===== src/rtl/demux4_buffered.sv =====
// Registered 1-to-4 demultiplexer with per-channel output registers,
// addressed or strict round-robin routing, and per-channel delivery counters.
module demux4_buffered #(
   parameter int W     = 8,
   parameter int CNT_W = 8
) (
   input  logic               clk,
   input  logic               rst_n,
   input  logic [W-1:0]       in_data,
   input  logic               in_valid,
   output logic               in_ready,
   input  logic [1:0]         sel,
   input  logic               rr_mode,
   output logic [4*W-1:0]     out_data,
   output logic [3:0]         out_valid,
   input  logic [3:0]         out_ready,
   output logic [4*CNT_W-1:0] deliv_cnt,
   output logic [1:0]         rr_ptr
);

   logic [3:0][W-1:0]     data_q, data_d;
   logic [3:0]            valid_q, valid_d;
   logic [3:0][CNT_W-1:0] cnt_q, cnt_d;
   logic [1:0]            rr_ptr_q, rr_ptr_d;

   logic [1:0] tgt;
   logic       accept;
   logic [3:0] drain;

   always_comb begin
      tgt      = rr_mode ? rr_ptr_q : sel;
      // Gated by rst_n so nothing is offered as accepted while reset is applied.
      in_ready = rst_n & (~valid_q[tgt] | out_ready[tgt]);
      accept   = in_valid & in_ready;
      drain    = valid_q & out_ready;
      data_d   = data_q;
      valid_d  = valid_q & ~drain;
      cnt_d    = cnt_q;
      for (int k = 0; k < 4; k++) begin
         cnt_d[k] = cnt_q[k] + CNT_W'(drain[k]);
         if (accept && (tgt == 2'(k))) begin
            data_d[k]  = in_data;
            valid_d[k] = 1'b1;
         end
      end
      rr_ptr_d = rr_ptr_q + 2'(accept & rr_mode);
   end

   always_ff @(posedge clk) begin
      if (!rst_n) begin
         data_q   <= '0;
         valid_q  <= '0;
         cnt_q    <= '0;
         rr_ptr_q <= '0;
      end else begin
         data_q   <= data_d;
         valid_q  <= valid_d;
         cnt_q    <= cnt_d;
         rr_ptr_q <= rr_ptr_d;
      end
   end

   assign out_data  = data_q;
   assign out_valid = valid_q;
   assign deliv_cnt = cnt_q;
   assign rr_ptr    = rr_ptr_q;

endmodule


===== config.mk =====
export PLATFORM = sky130hd
export DESIGN_NAME = demux4_buffered
export DESIGN_NICKNAME = d
export VERILOG_FILES = /design/src/rtl/demux4_buffered.sv
export SDC_FILE = /design/constraint.sdc
export NUM_CORES = 1
export LEC_CHECK = 0
export BUFFER_PORTS_ARGS = -buffer_cell sky130_fd_sc_hd__buf_2
export CORE_ASPECT_RATIO = 0.9
export CORE_MARGIN = 1.5
export CORE_UTILIZATION = 45
export CTS_CLUSTER_SIZE = 24
export DETAILED_ROUTE_END_ITERATION = 16
export PLACE_DENSITY = 0.75
export SLEW_MARGIN = 20
export SYNTH_ARGS = -nofsm -noshare
export SYNTH_HDL_FRONTEND = slang
export SYNTH_SLANG_ARGS = --single-unit

===== constraint.sdc =====
create_clock -name clk -period 1.5 [get_ports clk]
set_input_delay 0.075 -clock clk [delete_from_list [all_inputs] [get_ports clk]]
set_output_delay 0.075 -clock clk [all_outputs]
set_load 0.02 [all_outputs]

==> impl_metrics.tcl <==
set metrics [dict create \
    fin_ws_ns -0.0984 \
    dp_hpwl_mm 4.30 \
    synth_top_family_by_area "simple AND/OR/NAND/NOR gates" \
    stdcell_area_um2 3640 \
    failed_checks "setup timing" \
    ys_seq_area_share_pct 50.3 \
    postCtsHoldBufs 0 \
    avgSynthCellArea_um2 9.65 \
    dpl_cell_area_um2 3310 \
    clock_path_buffers 2 \
    synth_cells 289 \
    synth.most_common_cell "dfxtp_1" \
    path_max_fanout 4 \
    yosys.area_share.simple_pct 19.7 \
    final_cells 462 \
    rows 27 \
    pre_cts_ws_ns 0.0199 \
    htreeDepth 3 \
    cts_root_buffer "clkbuf_8" \
    slew_violations 0 \
    initial_core_util_pct 46.1 \
    antenna_found_initial 0 \
    synthAdderAreaFrac_pct 4.04 \
    synth-edff-count 0 \
    skew_ns 0.00518 \
    synth_xor_area_share_pct 4.08 \
    synth_cell_types 24 \
    syn_to_final_growth_pct 30.7 \
    p_total_mw 3.78 \
    clock_latency_ns 0.35 \
    fin_nets 413 \
    core_area_um2 6050 \
    end_kind "flop" \
    cts_tree "yes" \
    arrival_ns 1.83 \
    start_kind "flop" \
    slew_headroom_pct 68.0 \
    async_flop_share_pct 0 \
    grt-ovfl-total 0 \
    die_h_um 77.7 \
    gp_congestion 0.815 \
    rsz0062_at_grt "true" \
    wl_per_cell_um 14.1 \
    routed_wl_mm 6.53 \
    drc 0 \
    synth_top_cell_area_share_pct 50.3 \
    cts_inserted_buffers 9 \
    fin_crit_sh_pct 107 \
    max_cap_viol_count 0 \
    worst_slew_pin_slew_ns 0.480 \
    synth-compound-area-share_pct 5.48 \
    power_density_nw_per_um2 1040 \
    grt_pass1_wl_mm 9.90 \
    drt_pass1_iterations 4 \
    track_usage_pct 19.4 \
    synth_mux_area_share_pct 13.5 \
    first_global_vias 2097 \
    final_core_util_pct 60.3 \
    max_freq_mhz 626 \
    drt_iter0_drc 100 \
    status "finished, violations left" \
    hold_violations 0 \
    drive_above_1_share_pct 35.1 \
    grt_max_degree 53 \
    setup_violations 3 \
    n_antenna_cell 0 \
    hold_path.class "input pin to flop" \
    seq_area_um2 1410 \
    dp.cells 443 \
    multi_input_comb_area_um2 1400 \
    critical_path_class "flop to flop" \
    synth_common_cells "dfxtp_1 (70), nand2_1 (50), mux2i_1 (35), a21oi_1 (16)" \
    place.port_buffers 88 \
    top_level_ports 89 \
    fillCellCount 527 \
    via_per_inst 5.05 \
    ir_worst_vdd_mv 0.560 \
    dr_total_vias 2334 \
    antenna_left 0 \
    period_minus_slack_ns 1.60 \
    die_x_um 86.0 \
    cp.required_ns 1.73 \
    netlist_area_um2 2790 \
    syn_nets 316 \
    synth_seq_cells 70 \
    die-area_um2 6680 \
    ys_warn_count 0 \
    clk_pin_slew_ns 0.08 \
    synth_area_leader_cell "dfxtp_1" \
    ys.flop_type "dfxtp_1" \
    cts.sinks 70 \
    leakagePower_nw 1.80 \
    synthTopCellsByArea "dfxtp_1 (50%), mux2i_1 (13%), nand2_1 (6.7%), ha_1 (4.0%), and2_1 (3.1%)" \
]
-- repair_timing --
action,4_1_cts,5_1_grt
resized for setup,5,16
setup endpoints to repair,1,7
setup buffers,4,0
pin swaps,1,2
-- critical path: stages, from the launching register on --
cell     delay, ns
dfxtp_2       0.34
mux2i_4       0.22
mux2i_2       0.30
buf_4         0.16
o22ai_2       0.05
ha_2          0.19
xnor2_2       0.16
nor2_1        0.06
-- layer usage --
metal / vias up / global-route usage, % / part of all wire [%]
met5: - / 0 / 0
li1: 1177 / - / -
met3: 5 / 5.96 / 5.9
met4: 0 / 8.71 / 0.72
met2: 72 / 32.0 / 52
met1: 1080 / 23.2 / 41
-- cells in the final DEF (no fill, tap or decap), types with 13 or more instances in the layout --
master / instances
nand2_1: 50
and2_1: 13
buf_2: 87
nand3_1: 14
nor2_1: 13
mux2i_1: 33
dfxtp_1: 65
a21oi_1: 16
-- path summary, 6_finish.rpt --
kind | end | slack (ns) | startpoint | cells after the start
worst max-delay path | rr_ptr[1] | -0.1 | rr_ptr[1] | 7
worst min-delay path | out_data[5] | 0.05 | in_data[5] | 3
worst max register to register | rr_ptr[1] | -0.1 | rr_ptr[1] | 7
worst min register to register | out_data[11] | 0.46 | out_data[11] | 2
-- cells by family (layout without fill, tap and decap cells) --
| group | Yosys count | after routing |
|---|---|---|
| simple gates | 115 | 115 |
| flops | 70 | 70 |
| mux | 37 | 37 |
| compound gates | 30 | 30 |
| buf+inv | 15 | 116 |
| xor+xnor | 13 | 13 |
| fa+ha+maj | 9 | 9 |
-- power by group --
| group | total, mW | internal [mW] | switching (mW) |
|---|---|---|---|
| Combinational | 0.258 | 0.104 | 0.154 |
| Sequential | 1.90 | 1.89 | 0.0163 |
| Clock | 1.62 | 0.926 | 0.697 |
| Total | 3.78 | 2.91 | 0.867 |
-- sequential cells by signal, summed over array words and instances (netlist names) --
register / cells
rr_ptr: 2
deliv_cnt: 32
out_valid: 4
out_data: 32
-- stage by stage --
stage / hold slack (ns) / TNS, ns
5_1_grt: 0.0442 / -0.461
3_5_place_dp: 0.408 / 0
3_3_place_gp: 0.397 / 0
6_report: 0.0510 / -0.220
4_1_cts: 0.0333 / -0.0427
2_1_floorplan: 0.278 / 0
-- final cells by class --
cell class / count / area share (%)
timing repair buffer: 100 / 14.7
clock inverter: 6 / 2.40
clock buffer: 9 / 3.40
inverter: 1 / 0.103
tap: 72 / 2.47
sequential: 70 / 38.6
multi-input combinational: 204 / 38.3
(Power assumes the default switching activity.)
